## src/rtl/fifo_wr_arb.sv

```systemverilog
// Round-robin write arbiter for four requesters sharing one FIFO port.
// A granted owner keeps the port for up to BURST beats before rotation.
module fifo_wr_arb #(
  parameter int unsigned BURST = 4
) (
  input  logic        clock,
  input  logic        rst,
  input  logic [3:0]  req,
  input  logic [7:0]  req_data0,
  input  logic [7:0]  req_data1,
  input  logic [7:0]  req_data2,
  input  logic [7:0]  req_data3,
  input  logic        fifo_full,
  input  logic        fifo_empty,
  input  logic        fifo_rd,
  output logic        fifo_wr,
  output logic [7:0]  fifo_wr_data,
  output logic [3:0]  gnt,
  output logic        locked,
  output logic [1:0]  owner,
  output logic [15:0] accept_cnt
);

  localparam logic [3:0] BURST_B = 4'(BURST);

  typedef enum logic {
    IDLE = 1'b0,
    LOCK = 1'b1
  } st_e;

  st_e         st_q, st_d;
  logic [1:0]  ptr_q, ptr_d;
  logic [1:0]  own_q, own_d;
  logic [3:0]  beats_q, beats_d;
  logic [15:0] cnt_q, cnt_d;

  logic        slot;
  logic [1:0]  start;
  logic        pick_vld;
  logic [1:0]  pick_idx;
  logic [1:0]  idx;
  logic [3:0]  beats_inc;

  // A pending consumer read takes the FIFO's single operation slot.
  assign slot = !fifo_full && !(fifo_rd && !fifo_empty);

  assign start = (st_q == LOCK) ? own_q + 2'd1 : ptr_q;
  assign beats_inc = beats_q + 4'd1;

  always_comb begin
    pick_vld = 1'b0;
    pick_idx = 2'd0;
    idx      = 2'd0;
    for (int k = 0; k < 4; k++) begin
      idx = start + 2'(k);
      if (!pick_vld && req[idx]) begin
        pick_vld = 1'b1;
        pick_idx = idx;
      end
    end
  end

  always_comb begin
    st_d    = st_q;
    ptr_d   = ptr_q;
    own_d   = own_q;
    beats_d = beats_q;
    gnt     = 4'b0000;
    if (!rst) begin
      if (st_q == LOCK && req[own_q]) begin
        if (slot) begin
          gnt[own_q] = 1'b1;
          beats_d    = beats_inc;
          if (beats_inc == BURST_B) begin
            st_d    = IDLE;
            ptr_d   = own_q + 2'd1;
            beats_d = 4'd0;
          end
        end
      end else if (slot && pick_vld) begin
        gnt[pick_idx] = 1'b1;
        if (BURST == 1) begin
          st_d    = IDLE;
          ptr_d   = pick_idx + 2'd1;
          beats_d = 4'd0;
        end else begin
          st_d    = LOCK;
          own_d   = pick_idx;
          beats_d = 4'd1;
        end
      end else if (st_q == LOCK) begin
        // Owner dropped and nobody else could be granted.
        st_d    = IDLE;
        ptr_d   = own_q + 2'd1;
        beats_d = 4'd0;
      end
    end
  end

  always_comb begin
    unique case (1'b1)
      gnt[0]:  fifo_wr_data = req_data0;
      gnt[1]:  fifo_wr_data = req_data1;
      gnt[2]:  fifo_wr_data = req_data2;
      gnt[3]:  fifo_wr_data = req_data3;
      default: fifo_wr_data = 8'h00;
    endcase
  end

  assign fifo_wr = |gnt;
  assign cnt_d   = cnt_q + 16'(fifo_wr);

  always_ff @(posedge clock) begin
    if (rst) begin
      st_q    <= IDLE;
      ptr_q   <= 2'd0;
      own_q   <= 2'd0;
      beats_q <= 4'd0;
      cnt_q   <= 16'd0;
    end else begin
      st_q    <= st_d;
      ptr_q   <= ptr_d;
      own_q   <= own_d;
      beats_q <= beats_d;
      cnt_q   <= cnt_d;
    end
  end

  assign locked     = (st_q == LOCK);
  assign owner      = locked ? own_q : 2'd0;
  assign accept_cnt = cnt_q;

endmodule

```

## config.mk

```make
export PLATFORM = sky130hd
export DESIGN_NAME = fifo_wr_arb
export DESIGN_NICKNAME = d
export VERILOG_FILES = /design/src/rtl/fifo_wr_arb.sv
export SDC_FILE = /design/constraint.sdc
export NUM_CORES = 1
export LEC_CHECK = 0
export BUFFER_PORTS_ARGS = -buffer_cell sky130_fd_sc_hd__buf_2
export CAP_MARGIN = 5
export CORE_MARGIN = 10
export CORE_UTILIZATION = 46
export CTS_BUF_LIST = sky130_fd_sc_hd__clkbuf_8
export CTS_CLUSTER_SIZE = 30
export DETAILED_ROUTE_END_ITERATION = 8
export PLACE_DENSITY = 0.87
export SKIP_LAST_GASP = 1
export SLEW_MARGIN = 25
export SYNTH_ARGS = -nofsm -noshare
export SYNTH_HDL_FRONTEND = slang
export SYNTH_SLANG_ARGS = --single-unit
```

## constraint.sdc

```tcl
create_clock -name clock -period 2.45 [get_ports clock]
set_input_delay 0.245 -clock clock [delete_from_list [all_inputs] [get_ports clock]]
set_output_delay 0.245 -clock clock [all_outputs]
set_load 0.01 [all_outputs]
```

==> reports/results.tsv, run 1 <==
metric	value	unit
run status	finished, violations left	
violations in the final reports	negative setup slack	
number of enable-type register cells in the synthesized netlist	0	
fin cells	369	
signed area change from the synthesized netlist to the final layout	35.3	%
worst voltage drop across the vdd grid	303	µV
arrival time of data at the critical path endpoint	2.45	ns
net count after synthesis	283	
share of synthesized cell area in and, or, nand and nor gates	0.234	
final instance area	2650	µm²
average instance area after synthesis	8.37	µm²
routability congestion estimate from global placement	0.855	
count of pins on the block boundary	73	
count of unique library cells instantiated by Yosys	49	
P per Cell Area	389	nW/µm²
# DRC	0	
clock sink count	25	
Worst-Skew Late Latency	0.27	ns
residual antenna-violating net count after detailed routing	0	
pin count of the biggest net entering global routing	21	
post-placement cell count	354	
f_max	371	MHz
Cell Chain, Critical Path	inv_2, ha_4, mux2i_1, buf_4, nor4_4, o21ai_2, o211ai_4, buf_12, mux2i_1, o221ai_1, buf_2	
count of H-tree levels built during CTS	1	
largest family of logic cells by synthesized area	simple AND/OR/NAND/NOR gates	
clock period minus worst slack	2.69	ns
Compound-Gate Fraction of Synth Area	0.199	
ys flop type	sky130_fd_sc_hd__dfxtp_1	
Critical Setup Path Class	register to output pin	
cell count after synthesis	234	
fin crit share	1.10	
sequential element share of the synthesized area	0.256	
chip width	85.2	µm
core occupancy in the finished layout	0.653	
number of rows created at floorplan	23	
Worst setup EP type	output pin	
Synthesis Warnings	0	
number of setup violations in the final report	11	
sum of overflow across all layers after global routing	0	
number of inserted diodes	0	
flops & latches, synth	25	
number of antenna violations at the first check in global routing	0	
Total Die Area	7270	µm²
vias in the first global route	2137	
Post-Route WL	6300	µm
total via count after detailed routing	2140	
area inside the core boundary	4060	µm²
length of the first detailed-routing pass in iterations	5	
required time of the critical path	2.20	ns
CTS clock-pin slew for the worst setup and hold paths	0.09	ns
number of nets at the end of the flow	369	
first-pass GRT wire length	9740	µm
buffer levels on the longest clock path	2	
CTS tree	yes	
final routed wire length divided by cell count	17.1	µm
Static Leak	1.29	nW
crit path setup slack, layout	-0.244	ns
fillcell total	325	
share of flip-flops with an asynchronous set or reset	0	
synthesized cell area	1960	µm²
measured slew at the worst slew-check pin	0.757	ns
MaxCap Viol Count	0	
number of hold violations in the final report	0	
worst r2r path cells	10	
setup total negative slack	-1.45	ns
setup clock skew after layout	0.00811	ns
detailed-route vias per instance	5.80	
startpoint class of the critical path	register	
post-synthesis mux area share	0.127	
global-route total usage across every layer	0.154	
root buffer cell	sky130_fd_sc_hd__clkbuf_8	
Synth Area in XOR/XNOR	0.0716	
number of clock buffers inserted by TritonCTS	3	
port bufs	72	
drt first-iter violations	148	
final-report max-slew violation count	0	
setup repair after global routing missed its margin	yes	
estimated wirelength of the detail-placed design	4540	µm
post-detailed-placement cell area	2390	µm²
highest net fanout along the worst path	10	
ratio of cells with drive above 1 in the final layout	0.426	
most used cell, CP	sky130_fd_sc_hd__mux2i_1	
Cells on Worst Hold Path	2	
height of the die	85.2	µm
Slew Limit Headroom	0.492	
standard cell with the maximum stage delay on the critical path	sky130_fd_sc_hd__dfxtp_2	
initial core utilization	0.483	
CP peak stage delay	0.36	ns
class of the most critical hold timing path	primary input to register	
post-synthesis share of cell area spent on full adders, half adders and majority gates	0.0511	
-- critical path, delay by kind of cell, from the launching register on --
family | cells | cell delay (ns)
AOI/OAI and AO/OA | 3 | 0.40
adders and majority gates | 1 | 0.26
DFF | 1 | 0.36
muxes | 2 | 0.30
and+or+nand+nor | 1 | 0.27
buffers and inverters | 4 | 0.57
-- synthesized netlist by cell type, types with 3 or more instances --
| cell type | number | area share |
|---|---|---|
| sky130_fd_sc_hd__nor2b_1 | 3 | 0.0096 |
| sky130_fd_sc_hd__o21ai_1 | 4 | 0.010 |
| sky130_fd_sc_hd__xor2_1 | 14 | 0.063 |
| sky130_fd_sc_hd__inv_1 | 6 | 0.012 |
| sky130_fd_sc_hd__dfxtp_1 | 25 | 0.26 |
| sky130_fd_sc_hd__and2_1 | 4 | 0.013 |
| sky130_fd_sc_hd__and3_1 | 3 | 0.0096 |
| sky130_fd_sc_hd__nor2_1 | 27 | 0.052 |
| sky130_fd_sc_hd__o221ai_1 | 7 | 0.031 |
| sky130_fd_sc_hd__nand3_1 | 4 | 0.010 |
| sky130_fd_sc_hd__nand2_1 | 23 | 0.044 |
| sky130_fd_sc_hd__a31oi_1 | 3 | 0.0096 |
| sky130_fd_sc_hd__nand4_1 | 5 | 0.016 |
| sky130_fd_sc_hd__a22oi_1 | 16 | 0.061 |
| sky130_fd_sc_hd__ha_1 | 8 | 0.051 |
| sky130_fd_sc_hd__buf_6 | 3 | 0.017 |
| sky130_fd_sc_hd__a21oi_1 | 3 | 0.0077 |
| sky130_fd_sc_hd__nor3_1 | 6 | 0.015 |
| sky130_fd_sc_hd__clkbuf_1 | 9 | 0.017 |
| sky130_fd_sc_hd__o21ai_0 | 4 | 0.010 |
| sky130_fd_sc_hd__mux2i_1 | 21 | 0.11 |
-- cells by family (layout without fill, tap and decap cells) --
logic type,Yosys count,in the layout
AOI/OAI and AO/OA,49,49
xor gates and xnor gates,16,16
buffers and inverters,23,107
muxes,23,23
adders and majority gates,8,8
DFF,25,25
and+or+nand+nor,90,91
-- sequential cells by signal, summed over array words and instances (netlist names) --
register	count
locked	1
accept_cnt	16
beats_q	4
own_q	2
ptr_q	2
-- per-stage QoR --
step / setup slack (ns) / power (mW) / hold slack [ns]
floorplan: 0.0217 / 0.628 / 0.461
global placement: -0.0155 / 0.720 / 0.476
detailed placement: -0.0804 / 0.730 / 0.481
CTS: -0.194 / 0.995 / 0.236
global route: -0.323 / 1.07 / 0.273
finish: -0.244 / 1.03 / 0.257
-- layout make-up --
type / count / area, µm² / share of cell area
Tap cell: 50 / 62.6 / 0.0236
Sequential cell: 25 / 504 / 0.190
Timing Repair Buffer: 97 / 564 / 0.213
Inverter: 6 / 22.5 / 0.00850
Clock buffer: 3 / 41.3 / 0.0156
Multi-Input combinational cell: 187 / 1450 / 0.547
Clock inverter: 1 / 5.00 / 0.00189
-- where the power goes --
group / internal, mW / switching, mW / leakage (nW)
sequential: 0.416 / 0.0101 / 0.204
combinational: 0.171 / 0.185 / 1.06
clock: 0.114 / 0.134 / 0.0255
-- cells in the final DEF (no fill, tap or decap), types with 5 or more instances in the layout --
| cell type | instances |
|---|---|
| sky130_fd_sc_hd__a22oi_1 | 16 |
| sky130_fd_sc_hd__mux2i_1 | 19 |
| sky130_fd_sc_hd__ha_1 | 5 |
| sky130_fd_sc_hd__buf_4 | 23 |
| sky130_fd_sc_hd__o21ai_1 | 5 |
| sky130_fd_sc_hd__nand2_1 | 23 |
| sky130_fd_sc_hd__xor2_1 | 14 |
| sky130_fd_sc_hd__o221ai_1 | 7 |
| sky130_fd_sc_hd__buf_2 | 72 |
| sky130_fd_sc_hd__nand4_1 | 5 |
| sky130_fd_sc_hd__nor2_1 | 27 |
| sky130_fd_sc_hd__dfxtp_1 | 22 |
-- path summary, 6_finish.rpt --
kind / from / endpoint / slack (ns)
worst max-delay path: own_q[0]$_SDFFE_PP0P_ / fifo_wr_data[2] / -0.24
worst min-delay path: rst / accept_cnt[2]$_SDFF_PP0_ / 0.26
worst max register to register: own_q[0]$_SDFFE_PP0P_ / accept_cnt[15]$_SDFF_PP0_ / -0.02
worst min register to register: ptr_q[0]$_SDFFE_PP0P_ / ptr_q[0]$_SDFFE_PP0P_ / 0.51
-- metal layers --
layer / vias up / track usage / wire (µm)
li1: 1029 / - / -
met1: 970 / 0.179 / 2490
met2: 117 / 0.260 / 3090
met3: 24 / 0.0411 / 536
met4: 0 / 0.0599 / 178
met5: - / 0 / 0
-- repair_timing --
item | in CTS | in global routing
hold buffers | 0 | 0
cloned | 0 | 1
buffers inserted | 4 | 6
setup endpoints to repair | 12 | 26
gates resized for setup | 12 | 16
pin swaps | 5 | 6
Note: power is estimated with default switching activity, not from simulation.
==> run 2: changes to the inputs <==
--- a/config.mk
+++ b/config.mk
@@ -7,8 +7,10 @@
 export LEC_CHECK = 0
 export BUFFER_PORTS_ARGS = -buffer_cell sky130_fd_sc_hd__buf_2
 export CAP_MARGIN = 5
+export CELL_PAD_IN_SITES_DETAIL_PLACEMENT = 1
+export CELL_PAD_IN_SITES_GLOBAL_PLACEMENT = 1
 export CORE_MARGIN = 10
-export CORE_UTILIZATION = 46
+export CORE_UTILIZATION = 33
 export CTS_BUF_LIST = sky130_fd_sc_hd__clkbuf_8
 export CTS_CLUSTER_SIZE = 30
 export DETAILED_ROUTE_END_ITERATION = 8
==> reports/results.tsv, run 2 (synthesized netlist as in run 1, its figures left out) <==
metric	value	unit
Reg2Reg Launch Point	own_q[0]$_SDFFE_PP0P_	
residual antenna-violating net count after detailed routing	0	
fin crit share	1.09	
count of pins on the block boundary	73	
port bufs	72	
estimated wirelength of the detail-placed design	5320	µm
cell internal pwr	724	µW
crit path setup slack, layout	-0.225	ns
area inside the core boundary	5640	µm²
P per Cell Area	376	nW/µm²
Post-Route WL	8170	µm
combinational fraction of design power	0.392	
Total Die Area	9410	µm²
Worst-Skew Late Latency	0.27	ns
core occupancy in the finished layout	0.518	
# DRC	0	
Critical Setup Path Class	register to output pin	
number of rows created at floorplan	27	
sum of overflow across all layers after global routing	0	
arrival time of data at the critical path endpoint	2.43	ns
first-pass GRT wire length	12300	µm
number of antenna violations at the first check in global routing	0	
chip width	97.0	µm
Hold Path End	own_q[1]$_SDFFE_PP0P_	
number of clock buffers inserted by TritonCTS	3	
most frequent cells in the layout	sky130_fd_sc_hd__buf_2 (71), sky130_fd_sc_hd__buf_4 (28), sky130_fd_sc_hd__nor2_1 (27), sky130_fd_sc_hd__dfxtp_1 (22), sky130_fd_sc_hd__nand2_1 (21)	
pre-CTS worst setup slack	-0.174	ns
final-report max-slew violation count	0	
buffer levels on the longest clock path	2	
highest net fanout along the worst path	5	
class of the most critical hold timing path	primary input to register	
startpoint class of the critical path	register	
worst voltage drop across the vdd grid	237	µV
launching element of the worst setup path	own_q[0]$_SDFFE_PP0P_	
CTS tree	yes	
number of nets at the end of the flow	381	
P_sw	374	µW
register-to-register path setup slack	0.04	ns
signed area change from the synthesized netlist to the final layout	49.3	%
detailed-route vias per instance	5.67	
length of the first detailed-routing pass in iterations	4	
f_max	374	MHz
count of H-tree levels built during CTS	1	
MaxCap Viol Count	0	
setup repair after global routing missed its margin	yes	
max FFs per register	16	
vias in the first global route	2408	
number of setup violations in the final report	12	
CTS Hold Buffers Added	0	
Slew Limit Headroom	0.588	
Worst setup EP type	output pin	
run status	finished, violations left	
ratio of cells with drive above 1 in the final layout	0.486	
root buffer cell	sky130_fd_sc_hd__clkbuf_8	
fillcell total	681	
setup clock skew after layout	0.00558	ns
leading cell type in the layout, fill and taps excluded	sky130_fd_sc_hd__buf_2	
Static Leak	1.38	nW
routability congestion estimate from global placement	0.845	
r2r endpoint	accept_cnt[7]$_SDFF_PP0_	
worst r2r path cells	11	
share of total power in sequential cells	0.387	
final routed wire length divided by cell count	20.3	µm
number of hold violations in the final report	0	
initial core utilization	0.347	
switching fraction of total power	0.340	
post-detailed-placement cell area	2460	µm²
Worst Hold Launch	rst	
height of the die	97.0	µm
final instance area	2920	µm²
violations in the final reports	negative setup slack	
pin count of the biggest net entering global routing	24	
global-route total usage across every layer	0.152	
drt first-iter violations	137	
number of inserted diodes	0	
required time of the critical path	2.20	ns
fraction of power consumed by the clock network	0.221	
clock period minus worst slack	2.68	ns
total via count after detailed routing	2285	
measured slew at the worst slew-check pin	0.614	ns
Cells on Worst Hold Path	2	
clock sink count	25	
CTS clock-pin slew for the worst setup and hold paths	0.09	ns
==> run 2: cell count changes in the layout (fill, tap and decap cells not counted), moves of 3 or more <==
cell	change
sky130_fd_sc_hd__buf_4	+5
sky130_fd_sc_hd__buf_6	+4
sky130_fd_sc_hd__nand3_2	+3
sky130_fd_sc_hd__o21ai_1	-3
sky130_fd_sc_hd__o221ai_1	-6
sky130_fd_sc_hd__o221ai_2	+6
==> run 2: repair_timing <==
action / in CTS / in global routing
hold endpoints to repair: 0 / 0
setup endpoints to repair: 20 / 25
pin swaps: 9 / 9
resized for setup: 30 / 24
setup buffers: 10 / 5
cloned: 3 / 1
==> run 2: per-stage QoR <==
| stage | hold WS (ns) | instances | setup TNS, ns | power [mW] |
|---|---|---|---|---|
| after global routing | 0.249 | 403 | -3.23 | 1.15 |
| after CTS | 0.218 | 397 | -1.45 | 1.06 |
| after detailed placement | 0.500 | 380 | -1.44 | 0.740 |
| final | 0.237 | 403 | -1.84 | 1.10 |
| after floorplan | 0.461 | 234 | 0 | 0.628 |
| after global placement | 0.477 | 380 | -0.146 | 0.728 |
==> run 2: layout make-up <==
| type | count | area (µm²) | area share |
|---|---|---|---|
| Clock inverter | 1 | 3.75 | 0.00128 |
| Sequential cell | 25 | 509 | 0.174 |
| Tap cell | 72 | 90.1 | 0.0308 |
| Multi-Input combinational cell | 190 | 1590 | 0.545 |
| Inverter | 6 | 25.0 | 0.00856 |
| Timing Repair Buffer | 106 | 662 | 0.226 |
| Clock buffer | 3 | 41.3 | 0.0141 |
==> run 2: critical path: stages (launching register included) <==
cell                      delay (ns)
sky130_fd_sc_hd__dfxtp_4        0.37
sky130_fd_sc_hd__inv_4          0.04
sky130_fd_sc_hd__ha_4           0.23
sky130_fd_sc_hd__mux2_4         0.28
sky130_fd_sc_hd__and2_4         0.17
sky130_fd_sc_hd__o311a_4        0.34
sky130_fd_sc_hd__mux2i_1        0.20
sky130_fd_sc_hd__nor3_1         0.07
sky130_fd_sc_hd__or3_1          0.31
sky130_fd_sc_hd__buf_2          0.15
==> run 2: how the worst max path moves through the flow <==
stage | end | slack, ns
global route | fifo_wr_data[7] | -0.32
global placement | fifo_wr_data[5] | -0.03
detailed placement | fifo_wr_data[1] | -0.17
finish | fifo_wr_data[7] | -0.23
CTS | fifo_wr_data[7] | -0.20
floorplan | accept_cnt[15]$_SDFF_PP0_ | 0.02
==> run 2: per-layer routing <==
metal / up-vias / track usage / part of all wire / wire length, µm
met1: 1096 / 0.177 / 0.40 / 3280
met5: - / 0 / 0 / 0
met4: 0 / 0.0564 / 0.035 / 289
li1: 1047 / - / - / -
met3: 27 / 0.0390 / 0.082 / 667
met2: 115 / 0.260 / 0.48 / 3940
==> run 2: power groups by stage <==
stage          registers (mW)  clock network [mW]  logic [mW]
6_report                0.425               0.243       0.430
5_1_grt                 0.427               0.267       0.456
4_1_cts                 0.426               0.254       0.379
3_5_place_dp            0.435                   0       0.305
3_3_place_gp            0.434                   0       0.294
2_1_floorplan           0.434                   0       0.194
==> run 3: changes to the inputs <==
--- a/config.mk
+++ b/config.mk
@@ -9,12 +9,12 @@
 export CAP_MARGIN = 5
 export CELL_PAD_IN_SITES_DETAIL_PLACEMENT = 1
 export CELL_PAD_IN_SITES_GLOBAL_PLACEMENT = 1
-export CORE_MARGIN = 10
+export CORE_MARGIN = 2
 export CORE_UTILIZATION = 33
 export CTS_BUF_LIST = sky130_fd_sc_hd__clkbuf_8
 export CTS_CLUSTER_SIZE = 30
 export DETAILED_ROUTE_END_ITERATION = 8
-export PLACE_DENSITY = 0.87
+export PLACE_DENSITY_LB_ADDON = 0.3
 export SKIP_LAST_GASP = 1
 export SLEW_MARGIN = 25
 export SYNTH_ARGS = -nofsm -noshare
==> reports/results.tsv, run 3 (synthesized netlist as in run 1, its figures left out) <==
metric	value	unit
vias in the first global route	2076	
height of the die	81.0	µm
Total Die Area	6570	µm²
Static Leak	1.34	nW
P_sw	323	µW
required time of the critical path	2.20	ns
crit path setup slack, layout	-0.201	ns
ratio of cells with drive above 1 in the final layout	0.412	
number of hold violations in the final report	0	
final-report max-slew violation count	0	
Worst setup EP type	output pin	
MaxCap Viol Count	0	
number of nets at the end of the flow	378	
Cell Chain, Critical Path	inv_2, ha_4, mux2i_2, buf_4, nor4_4, o21ai_2, o211ai_4, clkbuf_16, mux2i_1, o221ai_1, buf_2	
arrival time of data at the critical path endpoint	2.41	ns
fillcell total	735	
global-route total usage across every layer	0.185	
number of rows created at floorplan	28	
drt first-iter violations	52	
clock period minus worst slack	2.65	ns
P per Cell Area	382	nW/µm²
setup clock skew after layout	0.00250	ns
startpoint class of the critical path	register	
leading cell type in the layout, fill and taps excluded	sky130_fd_sc_hd__buf_2	
number of setup violations in the final report	18	
final routed wire length divided by cell count	15.4	µm
area inside the core boundary	5820	µm²
count of pins on the block boundary	73	
post-placement cell count	393	
chip width	81.0	µm
port bufs	72	
setup repair after global routing missed its margin	yes	
most frequent cells in the layout	sky130_fd_sc_hd__buf_2 (71), sky130_fd_sc_hd__buf_4 (33), sky130_fd_sc_hd__nor2_1 (27), sky130_fd_sc_hd__nand2_1 (23), sky130_fd_sc_hd__dfxtp_1 (22)	
Slew Limit Headroom	0.623	
clock sink count	25	
violations in the final reports	negative setup slack	
root buffer cell	sky130_fd_sc_hd__clkbuf_8	
Multi-input gate area	1370	µm²
highest net fanout along the worst path	8	
initial core utilization	0.337	
CTS clock-pin slew for the worst setup and hold paths	0.09	ns
Critical Setup Path Class	register to output pin	
cell internal pwr	709	µW
Worst-Skew Late Latency	0.27	ns
core occupancy in the finished layout	0.464	
worst slack on hold paths	0.436	ns
number of clock buffers inserted by TritonCTS	3	
count of H-tree levels built during CTS	1	
CP peak stage delay	0.34	ns
measured slew at the worst slew-check pin	0.563	ns
Post-Route WL	6200	µm
class of the most critical hold timing path	primary input to register	
fin cells	403	
standard cell with the maximum stage delay on the critical path	sky130_fd_sc_hd__dfxtp_2	
CTS tree	yes	
length of the first detailed-routing pass in iterations	4	
signed area change from the synthesized netlist to the final layout	37.8	%
number of antenna violations at the first check in global routing	0	
share of total power in sequential cells	0.413	
run status	finished, violations left	
sum of overflow across all layers after global routing	0	
detailed-route vias per instance	5.23	
pre-CTS worst setup slack	-0.119	ns
routability congestion estimate from global placement	0.791	
Sequential Area	504	µm²
estimated wirelength of the detail-placed design	4680	µm
pin count of the biggest net entering global routing	27	
switching fraction of total power	0.313	
f_max	377	MHz
max FFs per register	16	
worst voltage drop across the vdd grid	422	µV
first-pass GRT wire length	9770	µm
residual antenna-violating net count after detailed routing	0	
CTS Hold Buffers Added	0	
total via count after detailed routing	2106	
combinational fraction of design power	0.350	
fin crit share	1.08	
fraction of power consumed by the clock network	0.237	
buffer levels on the longest clock path	2	
number of inserted diodes	0	
# DRC	0	
## run 3: cell types whose count changed in the layout (fill, tap and decap cells not counted), moves of 3 or more
cell,change
sky130_fd_sc_hd__buf_6,-4
sky130_fd_sc_hd__o221ai_1,+6
sky130_fd_sc_hd__o221ai_2,-6
sky130_fd_sc_hd__mux2i_1,+3
sky130_fd_sc_hd__buf_4,+5
sky130_fd_sc_hd__mux2i_2,-3
## run 3: worst paths after layout
kind,start,to,slack (ns),depth (start not counted)
setup reg to reg,own_q[0]$_SDFFE_PP0P_,accept_cnt[14]$_SDFF_PP0_,-0.03,11
hold reg to reg,ptr_q[0]$_SDFFE_PP0P_,ptr_q[0]$_SDFFE_PP0P_,0.51,2
setup / recovery,own_q[1]$_SDFFE_PP0P_,fifo_wr_data[6],-0.20,11
hold / removal,fifo_full,locked$_SDFFE_PP0P_,0.44,5
## run 3: through the flow
stage / setup TNS (ns) / power, mW / area (µm²)
floorplan: 0 / 0.628 / 1960
global placement: -0.0787 / 0.748 / 2540
detailed placement: -0.874 / 0.757 / 2540
CTS: -2.02 / 1.02 / 2630
global route: -4.82 / 1.09 / 2700
finish: -1.51 / 1.03 / 2700
## run 3: what timing repair did
action / in CTS / in global routing
gates resized for setup: 6 / 6
pin swaps: 5 / 2
gates cloned: 0 / 1
setup buffers: 3 / 2
setup endpoints to repair: 12 / 26
## run 3: cell type report
cell class	count	area share
Clock buffer	3	0.0153
Clock inverter	1	0.00186
Inverter	6	0.00835
Multi-Input combinational cell	186	0.508
Sequential cell	25	0.187
Tap cell	75	0.0348
Timing Repair Buffer	107	0.244
## run 3: power by group through the flow
stage | combinational [mW] | sequential (mW) | clock, mW
after floorplan | 0.194 | 0.434 | 0
after global placement | 0.314 | 0.434 | 0
after detailed placement | 0.322 | 0.435 | 0
after CTS | 0.335 | 0.425 | 0.256
after global routing | 0.396 | 0.428 | 0.269
final | 0.362 | 0.426 | 0.244
## run 3: layer usage
metal,global-route usage,wire length (µm),share of wire
met3,0.0267,170,0.027
met5,0,0,0
met1,0.235,2660,0.43
met4,0.0339,68,0.011
met2,0.334,3300,0.53
## run 3: critical path, delay by kind of cell, from the launching register on
kind            cells  cell delay, ns
buf+inv             4            0.61
mux                 2            0.32
fa+ha+maj           1            0.24
flops               1            0.34
simple gates        1            0.04
compound gates      3            0.57
